==> src/rtl/uart_seq_pkg.sv <==
// uart_seq_pkg: command types, opcodes, frame counts and FSM states for uart_cmd_seq.
package uart_seq_pkg;
  typedef enum logic [1:0] {CMD_WR, CMD_RD, CMD_ALU_OP, CMD_ALU_NOP} cmd_type_e;
  typedef enum logic [1:0] {SEQ_IDLE, SEQ_GAP, SEQ_FRAME} seq_state_e;
  typedef enum logic [2:0] {SER_IDLE, SER_START, SER_DATA, SER_PARITY, SER_STOP} ser_state_e;
  localparam logic [7:0] OPC_WR      = 8'hAA;
  localparam logic [7:0] OPC_RD      = 8'hBB;
  localparam logic [7:0] OPC_ALU_OP  = 8'hCC;
  localparam logic [7:0] OPC_ALU_NOP = 8'hDD;
  function automatic logic [2:0] frames_per_cmd(input cmd_type_e c);
    return c == CMD_WR ? 3'd3 : c == CMD_ALU_OP ? 3'd4 : 3'd2;
  endfunction
  function automatic logic [7:0] opcode(input cmd_type_e c);
    return c == CMD_WR ? OPC_WR : c == CMD_RD ? OPC_RD : c == CMD_ALU_OP ? OPC_ALU_OP : OPC_ALU_NOP;
  endfunction
endpackage

==> src/rtl/uart_frame_ser.sv <==
// uart_frame_ser: serialises one frame (start, LSB-first data, optional parity, stop).
module uart_frame_ser
  import uart_seq_pkg::*;
#(
  parameter int DATA_WIDTH     = 8,
  parameter int PRESCALE_WIDTH = 6
) (
  input  logic                      clk,
  input  logic                      rst_n,
  input  logic                      start,
  input  logic [DATA_WIDTH-1:0]     payload,
  input  logic [PRESCALE_WIDTH-1:0] prescale,
  input  logic                      par_en,
  input  logic                      par_typ,
  input  logic                      par_inv,
  input  logic                      last,
  output logic                      tx,
  output logic                      frame_done,
  output logic                      cmd_done
);
  localparam int BW = $clog2(DATA_WIDTH);
  ser_state_e                state_q, state_d;
  logic [PRESCALE_WIDTH-1:0] timer_q, timer_d;
  logic [BW-1:0]             bit_q, bit_d;
  logic [DATA_WIDTH-1:0]     sh_q, sh_d;
  logic                      par_q, par_d, pen_q, pen_d, last_q, last_d;
  logic                      tx_q, tx_d, fd_q, fd_d, cd_q, cd_d;
  logic                      tick;
  assign tick = timer_q == '0;
  always_comb begin
    state_d = state_q;
    bit_d   = bit_q;
    sh_d    = sh_q;
    par_d   = par_q;
    pen_d   = pen_q;
    last_d  = last_q;
    timer_d = tick ? prescale - 1'b1 : timer_q - 1'b1;
    case (state_q)
      SER_IDLE: begin
        timer_d = prescale - 1'b1;
        if (start) begin
          state_d = SER_START;
          sh_d    = payload;
          par_d   = ^payload ^ par_typ ^ par_inv;
          pen_d   = par_en;
          last_d  = last;
        end
      end
      SER_START: if (tick) begin
        state_d = SER_DATA;
        bit_d   = '0;
      end
      SER_DATA: if (tick) begin
        sh_d  = sh_q >> 1;
        bit_d = bit_q + 1'b1;
        if (bit_q == BW'(DATA_WIDTH - 1)) state_d = pen_q ? SER_PARITY : SER_STOP;
      end
      SER_PARITY: if (tick) state_d = SER_STOP;
      SER_STOP:   if (tick) state_d = SER_IDLE;
      default:    state_d = SER_IDLE;
    endcase
    // Outputs are derived from the next state so they are registered yet aligned with it.
    tx_d = state_d == SER_START ? 1'b0 : state_d == SER_DATA ? sh_d[0] : state_d == SER_PARITY ? par_q : 1'b1;
    fd_d = state_d == SER_STOP && timer_d == '0;
    cd_d = fd_d && last_q;
  end
  always_ff @(posedge clk or negedge rst_n) begin
    if (!rst_n) begin
      state_q <= SER_IDLE;
      timer_q <= '0;
      bit_q   <= '0;
      sh_q    <= '0;
      par_q   <= 1'b0;
      pen_q   <= 1'b0;
      last_q  <= 1'b0;
      tx_q    <= 1'b1;
      fd_q    <= 1'b0;
      cd_q    <= 1'b0;
    end else begin
      state_q <= state_d;
      timer_q <= timer_d;
      bit_q   <= bit_d;
      sh_q    <= sh_d;
      par_q   <= par_d;
      pen_q   <= pen_d;
      last_q  <= last_d;
      tx_q    <= tx_d;
      fd_q    <= fd_d;
      cd_q    <= cd_d;
    end
  end
  assign tx         = tx_q;
  assign frame_done = fd_q;
  assign cmd_done   = cd_q;
endmodule

==> src/rtl/uart_cmd_seq.sv <==
// uart_cmd_seq: latches a command and sequences its UART frames with idle gaps (GAP_BITS >= 1).
// Define UART_SEQ_PAR_INJECT_EN to add INJ_PAR_ERR, which corrupts the last frame's parity bit.
module uart_cmd_seq
  import uart_seq_pkg::*;
#(
  parameter int DATA_WIDTH     = 8,
  parameter int PRESCALE_WIDTH = 6,
  parameter int GAP_BITS       = 1
) (
  input  logic                      CLK,
  input  logic                      RST,
  input  logic                      CMD_VALID,
  output logic                      CMD_READY,
  input  logic [1:0]                CMD_TYPE,
  input  logic [DATA_WIDTH-1:0]     ARG0,
  input  logic [DATA_WIDTH-1:0]     ARG1,
  input  logic [DATA_WIDTH-1:0]     ARG2,
  input  logic [PRESCALE_WIDTH-1:0] PRESCALE,
  input  logic                      PAR_EN,
  input  logic                      PAR_TYP,
`ifdef UART_SEQ_PAR_INJECT_EN
  input  logic                      INJ_PAR_ERR,
`endif
  output logic                      TX_OUT,
  output logic                      BUSY,
  output logic                      FRAME_DONE,
  output logic                      CMD_DONE
);
  localparam int GW = $clog2(GAP_BITS + 1);
  seq_state_e                seq_q, seq_d;
  cmd_type_e                 type_q, type_d;
  logic [PRESCALE_WIDTH-1:0] timer_q, timer_d, p_q, p_d, p_in;
  logic [GW-1:0]             gap_q, gap_d;
  logic [1:0]                frame_q, frame_d;
  logic [DATA_WIDTH-1:0]     a0_q, a0_d, a1_q, a1_d, a2_q, a2_d, payload;
  logic                      pen_q, pen_d, ptyp_q, ptyp_d, inj_q, inj_d, inj_in;
  logic                      ready_q, ready_d, busy_q, busy_d;
  logic                      accept, last_frame, gap_end;
`ifdef UART_SEQ_PAR_INJECT_EN
  assign inj_in = INJ_PAR_ERR;
`else
  assign inj_in = 1'b0;
`endif
  assign accept     = CMD_VALID && ready_q;
  assign p_in       = PRESCALE == '0 ? PRESCALE_WIDTH'(1) : PRESCALE;
  assign last_frame = 3'(frame_q) == frames_per_cmd(type_q) - 3'd1;
  assign gap_end    = seq_q == SEQ_GAP && timer_q == '0 && gap_q == GW'(GAP_BITS - 1);
  assign payload    = frame_q == 2'd0 ? DATA_WIDTH'(opcode(type_q)) :
                      frame_q == 2'd1 ? (type_q == CMD_ALU_NOP ? a2_q : a0_q) :
                      frame_q == 2'd2 ? a1_q : a2_q;
  always_comb begin
    seq_d   = seq_q;
    type_d  = type_q;
    timer_d = timer_q;
    p_d     = p_q;
    gap_d   = gap_q;
    frame_d = frame_q;
    a0_d    = a0_q;
    a1_d    = a1_q;
    a2_d    = a2_q;
    pen_d   = pen_q;
    ptyp_d  = ptyp_q;
    inj_d   = inj_q;
    case (seq_q)
      SEQ_IDLE: if (accept) begin
        seq_d   = SEQ_GAP;
        type_d  = cmd_type_e'(CMD_TYPE);
        timer_d = p_in - 1'b1;
        p_d     = p_in;
        gap_d   = '0;
        frame_d = '0;
        a0_d    = ARG0;
        a1_d    = ARG1;
        a2_d    = ARG2;
        pen_d   = PAR_EN;
        ptyp_d  = PAR_TYP;
        inj_d   = inj_in;
      end
      SEQ_GAP: begin
        timer_d = timer_q - 1'b1;
        if (timer_q == '0) begin
          timer_d = p_q - 1'b1;
          gap_d   = gap_q + 1'b1;
          if (gap_end) seq_d = SEQ_FRAME;
        end
      end
      SEQ_FRAME: if (FRAME_DONE) begin
        seq_d   = last_frame ? SEQ_IDLE : SEQ_GAP;
        timer_d = p_q - 1'b1;
        gap_d   = '0;
        frame_d = frame_q + 1'b1;
      end
      default: seq_d = SEQ_IDLE;
    endcase
    ready_d = seq_d == SEQ_IDLE;
    busy_d  = !ready_d;
  end
  always_ff @(posedge CLK or negedge RST) begin
    if (!RST) begin
      seq_q   <= SEQ_IDLE;
      type_q  <= CMD_WR;
      timer_q <= '0;
      p_q     <= '0;
      gap_q   <= '0;
      frame_q <= '0;
      a0_q    <= '0;
      a1_q    <= '0;
      a2_q    <= '0;
      pen_q   <= 1'b0;
      ptyp_q  <= 1'b0;
      inj_q   <= 1'b0;
      ready_q <= 1'b1;
      busy_q  <= 1'b0;
    end else begin
      seq_q   <= seq_d;
      type_q  <= type_d;
      timer_q <= timer_d;
      p_q     <= p_d;
      gap_q   <= gap_d;
      frame_q <= frame_d;
      a0_q    <= a0_d;
      a1_q    <= a1_d;
      a2_q    <= a2_d;
      pen_q   <= pen_d;
      ptyp_q  <= ptyp_d;
      inj_q   <= inj_d;
      ready_q <= ready_d;
      busy_q  <= busy_d;
    end
  end
  uart_frame_ser #(
    .DATA_WIDTH    (DATA_WIDTH),
    .PRESCALE_WIDTH(PRESCALE_WIDTH)
  ) u_ser (
    .clk       (CLK),
    .rst_n     (RST),
    .start     (gap_end),
    .payload   (payload),
    .prescale  (p_q),
    .par_en    (pen_q),
    .par_typ   (ptyp_q),
    .par_inv   (inj_q && last_frame),
    .last      (last_frame),
    .tx        (TX_OUT),
    .frame_done(FRAME_DONE),
    .cmd_done  (CMD_DONE)
  );
  assign CMD_READY = ready_q;
  assign BUSY      = busy_q;
endmodule

==> config.mk <==
export PLATFORM = sky130hd
export DESIGN_NAME = uart_cmd_seq
export DESIGN_NICKNAME = d
export VERILOG_FILES = /design/src/rtl/uart_seq_pkg.sv /design/src/rtl/uart_frame_ser.sv /design/src/rtl/uart_cmd_seq.sv
export SDC_FILE = /design/constraint.sdc
export NUM_CORES = 1
export LEC_CHECK = 0
export ABC_CLOCK_PERIOD_IN_PS = 3150
export CORE_MARGIN = 2
export CORE_UTILIZATION = 48
export CTS_CLUSTER_SIZE = 25
export DETAILED_ROUTE_END_ITERATION = 8
export GPL_ROUTABILITY_DRIVEN = 1
export HOLD_SLACK_MARGIN = 0.1
export PLACE_DENSITY_LB_ADDON = 0.05
export SLEW_MARGIN = 20
export SYNTH_ARGS = -nofsm -noshare
export SYNTH_HDL_FRONTEND = slang
export SYNTH_SLANG_ARGS = --single-unit
==> constraint.sdc <==
create_clock -name CLK -period 3.15 [get_ports CLK]
set_input_delay 0.945 -clock CLK [delete_from_list [all_inputs] [get_ports CLK]]
set_output_delay 0.945 -clock CLK [all_outputs]
set_load 0.02 [all_outputs]
==> reports/results.txt, run 1 <==
Tcrit/Tclk final: 0.841
# rows: 33
met2 wire len: 3570 um
Post CTS Setup Buffer Count: 0
share of cells above drive strength 1: 0.163
CTS root buf: clkbuf_8
multiplexer area fraction after synthesis: 0.143
register area: 1830 sq um
yosys warns: 0
mapped cell area: 3960 sq um
CTS Buffer Depth: 2
pwr dens: 1060 nW/um^2
CP max-delay cell: or4_1
Routed Antenna Nets: 0
most frequent cell after synthesis: dfrtp_1
DRC violations left: 0
Pins Over Slew Limit: 0
Setup CP Type: primary input to flip-flop
WHS: 0.489 ns
# setup viols final: 0
hold buffers post-CTS: 0
PortBufs: 41
DRT Wirelength: 8130 um
XOR/XNOR Fraction of Synth Area: 0.0512
Seq cells post-synth: 73
RD Place Congestion: 0.823
first-pass GRT wire length: 13,800 um
Area Growth Syn to Fin: 19.2%
chip width: 94.8 um
top sig layer: met4
Ant. Diodes: 0
Post-synth top cells: dfrtp_1, mux2_2, nor2_1, inv_1, nand2_1
Adder-Cell Fraction of Synth Area: 0.0442
Peak VDD IR: 0.000453 V
FF-to-FF Start: frame_q[0]
final-report hold violation count: 0
WP data required: 3.34 ns
Max Fclk: 378 MHz
Cells after Synth: 372
Skew-Pair Late Insertion Delay: 0.34 ns
drt first pass iters: 4
largest family of logic cells by synthesized area: multiplexers
asr flop ratio synth: 1.00
die area: 9000 sq um
Slew HR: 0.616
P_leak: 2.07 nW
worst min path class: flip-flop to flip-flop
clock skew: 0.0151 ns
Via density: 5.41
wire per inst: 15.4 um
Compound-Gate Fraction of Synth Area: 0.134
CTS H-tree lvls: 3
gr usage total: 0.199
crit path launch type: primary input
critical-path cell list: clkdlybuf4s50_1, or4_1, nor2_1, nor2_1, ha_1, nand2_1, xor2_1, nor2_1, a21oi_1, o21ai_0
Min-Delay Startpoint: u_ser.last_q
post-cts resize count: 0
HPWL Detailed: 6090 um
dominant cell type by area after synthesis: dfrtp_1
vias after detailed routing: 2,855
DRT iter0 DRCs: 86
WL met3: 281 um
number of synthesized flops with an enable pin: 0
Layout Utilization: 0.583
Initial Util: 0.489
largest net degree at the start of global routing: 45
RSZ-0062 raised after global routing: no
Synth Area in Simple Gates: 0.125
DRT met1 WL: 4180 um
Slowest Stage Delay on Critical Path: 0.54 ns
post-layout min period: 2.65 ns
R2R cell count: 8
Die Y: 94.8 um
fillcell total: 717
total congestion overflow: 0
Synth area leaders: dfrtp_1, mux2_2, ha_1
status: finished clean
placeable core area: 8090 sq um
Top FF cell, synth: dfrtp_1
crit path from: PRESCALE[2]
Arrival @ worst endpoint: 2.84 ns
cell repeated most along the worst path: nor2_1
max_cap viols: 0
initial antenna violation count: 0
Yosys top cell area share: 0.449
CTS tree: done
setup TNS: 0 ns
count of cell types in the netlist: 55
sequential area share after synthesis: 0.462
Slew @ Worst Pin: 0.574 ns
multi-input logic area: 1970 sq um
syn nets: 423
Final nets: 469
# IOs: 42
worst-path maximum fanout: 5
Mapped Avg Cell Area: 10.6 sq um
CTS Sinks: 73
CTS buffer count: 9
CTS clk-pin slew, worst paths: 0.07 ns
Hold Path Stages: 2
Final Total Pwr: 5.01 mW
CP Capture Type: flip-flop
vias in the first global route: 2,823
==> through the flow <==
stage	std cells	setup WS [ns]	instance area (sq um)
3_3_place_gp	512	0.208	4500
4_1_cts	528	0.491	4720
2_1_floorplan	372	0.733	3960
3_5_place_dp	512	0.145	4500
6_report	528	0.502	4720
5_1_grt	528	0.334	4720
==> flip-flops by register name (all words and copies together), names as in the netlist, 2 cells and up <==
register,flops
type_q,2
u_ser.timer_q,6
seq_q,2
u_ser.bit_q,3
a2_q,8
a0_q,8
frame_q,2
u_ser.state_q,3
u_ser.sh_q,8
p_q,6
a1_q,8
timer_q,6
==> cell type report <==
| type | count | area share |
|---|---|---|
| flip-flops and latches | 73 | 0.387 |
| repair buffers | 50 | 0.101 |
| well taps | 105 | 0.0278 |
| clock inverters | 5 | 0.0167 |
| multi-input cells | 260 | 0.418 |
| inverters | 24 | 0.0191 |
| clock buffers | 11 | 0.0299 |
==> final timing paths <==
| kind | endpoint | slack [ns] |
|---|---|---|
| setup / recovery | timer_q[4] | 0.50 |
| hold / removal | u_ser.last_q | 0.49 |
| setup reg to reg | u_ser.par_q | 0.51 |
| hold reg to reg | u_ser.last_q | 0.49 |
| max in group asynchronous | u_ser.tx | 1.86 |
| min in group asynchronous | u_ser.bit_q[2] | 0.58 |
==> logic make-up (layout without fill, tap and decap cells) <==
logic type | after synthesis | after routing
xor+xnor | 20 | 20
simple gates | 96 | 96
buf+inv | 39 | 90
flops | 73 | 73
mux | 52 | 52
compound gates | 78 | 78
fa+ha+maj | 14 | 14
==> critical path, delay by kind of cell <==
family	cells	cell delay, ns
XOR/XNOR	1	0.14
adder cells (fa/ha/maj)	1	0.21
AND/OR/NAND/NOR	5	0.87
AO/OA/AOI/OAI	2	0.19
buffers and inverters	1	0.48
==> where the power goes <==
group / leakage [nW] / total [mW] / internal, mW / switching [mW]
clock: 0.113 / 0.805 / 0.467 / 0.338
sequential: 0.884 / 1.75 / 1.39 / 0.368
combinational: 1.07 / 2.45 / 1.23 / 1.22
==> layout by cell type (no fill, tap or decap), drive strengths merged, types with 10 or more instances in the layout <==
cell type	Yosys	final
ha	14	14
mux2i	14	14
dfrtp	71	71
o21ai	26	26
buf	4	10
nor2	28	28
inv	24	24
a21oi	14	14
clkdlybuf4s50	0	40
xnor2	10	10
nand2	25	25
mux2	38	38
clkbuf	11	11
==> layer usage <==
metal,vias up,global-route usage
met2,46,0.283
li1,1431,-
met5,-,0
met3,7,0.0335
met1,1371,0.303
met4,0,0.0725
(Power assumes the default switching activity.)
==> run 2, diff against run 1 <==
ABC_CLOCK_PERIOD_IN_PS = 2200   (was 3150)
clock period = 2.2 ns   (was 3.15 ns; I/O delays follow)
==> run 2 against run 1 <==
The run now ends with negative setup slack left. Flip-flop and latch count did not move. Combinational power is 79% higher. Clock skew up 0.00070 ns. Register-to-register slack worse by 0.61 ns. Sequential share of layout area shrank 4.0 points. First-iteration DRC count shrank 9.3%. Highest routed layer unchanged. Largest power group unchanged. Clock power up 32%. Design area rose by 12%.
==> reports/results.txt, run 2 (synthesis results as in run 1) <==
Die Y: 94.8 um (unchanged)
# rows: 33 (unchanged)
Setup CP Type: flip-flop to flip-flop
Skew-Pair Late Insertion Delay: 0.35 ns (about the same)
CTS Buffer Depth: 2 (unchanged)
Initial Util: 0.489 (unchanged)
PortBufs: 41 (unchanged)
final worst setup slack: -0.0978 ns (-0.600 ns)
total instance count after detailed placement: 555 (+8.4%)
total congestion overflow: 0 (unchanged)
hold buffers post-CTS: 0 (unchanged)
P_leak: 2.37 nW (+15%)
Slew @ Worst Pin: 0.675 ns (+0.102 ns)
R2R cell count: 9 (+1)
pwr dens: 1490 nW/um^2 (+41%)
# IOs: 42 (unchanged)
Slew HR: 0.550 (-0.0665)
Via density: 5.33 (-1.5%)
CTS buffer count: 9 (unchanged)
Arrival @ worst endpoint: 2.52 ns (-0.32 ns)
CTS H-tree lvls: 3 (unchanged)
DRT Wirelength: 8690 um (+6.9%)
dpl ws: -0.373 ns (-0.518 ns)
commonest non-fill, non-tap cells in the layout: dfrtp_1, buf_4, clkdlybuf4s50_1, mux2_2, nor2_1
Slowest Stage Delay on Critical Path: 0.43 ns (-0.11 ns)
Tcrit/Tclk final: 1.04
gr usage total: 0.206 (+0.00712)
DRC violations left: 0 (unchanged)
CP delay by family, top: XOR/XNOR gates
placeable core area: 8090 sq um (unchanged)
Routed Antenna Nets: 0 (unchanged)
worst reg2reg setup slack: -0.1 ns (-0.61 ns)
CP Capture Type: flip-flop
crit path launch type: flip-flop
RR Endpoint: u_ser.par_q
vias after detailed routing: 3,084 (+8.0%)
Peak VDD IR: 0.000658 V (+45%)
critical-path cell list: buf_4, ha_1, buf_4, a211o_1, a31oi_2, xnor2_1, xnor3_1, xor2_1, o21ai_1
CTS Sinks: 73 (unchanged)
chip width: 94.8 um (unchanged)
CP max-delay cell: xnor3_1
CTS clk-pin slew, worst paths: 0.09 ns (+0.02 ns)
wire per inst: 15.0 um (-2.5%)
setup TNS: -0.167 ns (-0.167 ns)
clock skew: 0.0158 ns (+0.000696 ns)
DRT iter0 DRCs: 78 (-9.3%)
# setup viols final: 5 (+5)
Layout Utilization: 0.651 (+0.0673)
RSZ-0062 raised after global routing: yes
drt first pass iters: 5 (+1)
first-pass GRT wire length: 14,300 um (+3.2%)
CTS root buf: clkbuf_8
largest net degree at the start of global routing: 37 (-18%)
die area: 9000 sq um (unchanged)
Ant. Diodes: 0 (unchanged)
worst-path maximum fanout: 6 (+1)
HPWL Detailed: 6430 um (+5.5%)
status: finished with violations
WP buf/inv: 2 (+1)
failing checks: negative setup slack
RD Place Congestion: 0.830 (+0.85%)
initial antenna violation count: 0 (unchanged)
share of cells above drive strength 1: 0.297 (+0.134)
Final nets: 520 (+11%)
WHS: 0.349 ns (-0.140 ns)
Max Fclk: 435 MHz
commonest non-fill, non-tap cell in the layout: dfrtp_1
final-report hold violation count: 0 (unchanged)
max_cap viols: 0 (unchanged)
Area Growth Syn to Fin: 32.9%
WP data required: 2.42 ns (-0.92 ns)
post-layout min period: 2.30 ns
FF-to-FF Start: frame_q[0]
CTS tree: done
Pins Over Slew Limit: 0 (unchanged)
vias in the first global route: 2,885 (+2.2%)
Layout Cells excl Fill: 579 (+9.7%)
worst min path class: primary input to asynchronous set/reset pin
cell repeated most along the worst path: buf_4
[run 2: layout make-up]
cell class / count / area, sq um
Fill cell: 681 / 2830
Multi-Input combinational cell: 260 / 2100
Sequential cell: 73 / 1830
Timing Repair Buffer: 101 / 920
Tap cell: 105 / 131
Clock buffer: 10 / 128
Inverter: 24 / 90.1
Clock inverter: 6 / 67.6
[run 2: power by group]
group,switching [mW],internal (mW)
Sequential,0.436,1.98
Clock,0.528,0.529
Combinational,2.08,2.31
[run 2: routing by layer]
| metal | vias to the layer above | part of all wire | global-route usage |
|---|---|---|---|
| li1 | 1524 | - | - |
| met1 | 1502 | 0.51 | 0.308 |
| met2 | 52 | 0.45 | 0.304 |
| met3 | 6 | 0.032 | 0.0375 |
| met4 | 0 | 0.0083 | 0.0616 |
| met5 | - | 0 | 0 |
[run 2: how the worst max path moves through the flow]
stage                                start          end  slack, ns  cells after the start
final                           frame_q[0]  u_ser.par_q       -0.1                      9
after detailed placement       PRESCALE[1]   timer_q[4]      -0.37                     10
after global routing            frame_q[0]  u_ser.par_q      -0.22                      9
after CTS                       frame_q[0]  u_ser.par_q       -0.1                      9
after global placement         PRESCALE[1]   timer_q[4]      -0.34                     10
after floorplan           u_ser.timer_q[0]     u_ser.tx      -0.21                      9
[run 2: timing repair]
| item | in CTS | in global routing |
|---|---|---|
| setup endpoints to repair | 14 | 23 |
| pin swaps | 3 | 10 |
| buffers inserted | 3 | 5 |
| gates resized for setup | 8 | 26 |
[run 2: through the flow]
step	power, mW	cell area (sq um)
after floorplan	5.16	3980
after global placement	6.44	4880
after detailed placement	6.55	4880
after CTS	7.72	5140
after global routing	8.46	5270
final	7.87	5270
[run 2: worst reg2reg max path, stage by stage, from the launching register on]
cell and delay (ns):
dfrtp_1 0.39, buf_4 0.16, ha_1 0.25, buf_4 0.17
a211o_1 0.24, a31oi_2 0.17, xnor2_1 0.14, xnor3_1 0.43
xor2_1 0.17, o21ai_1 0.07
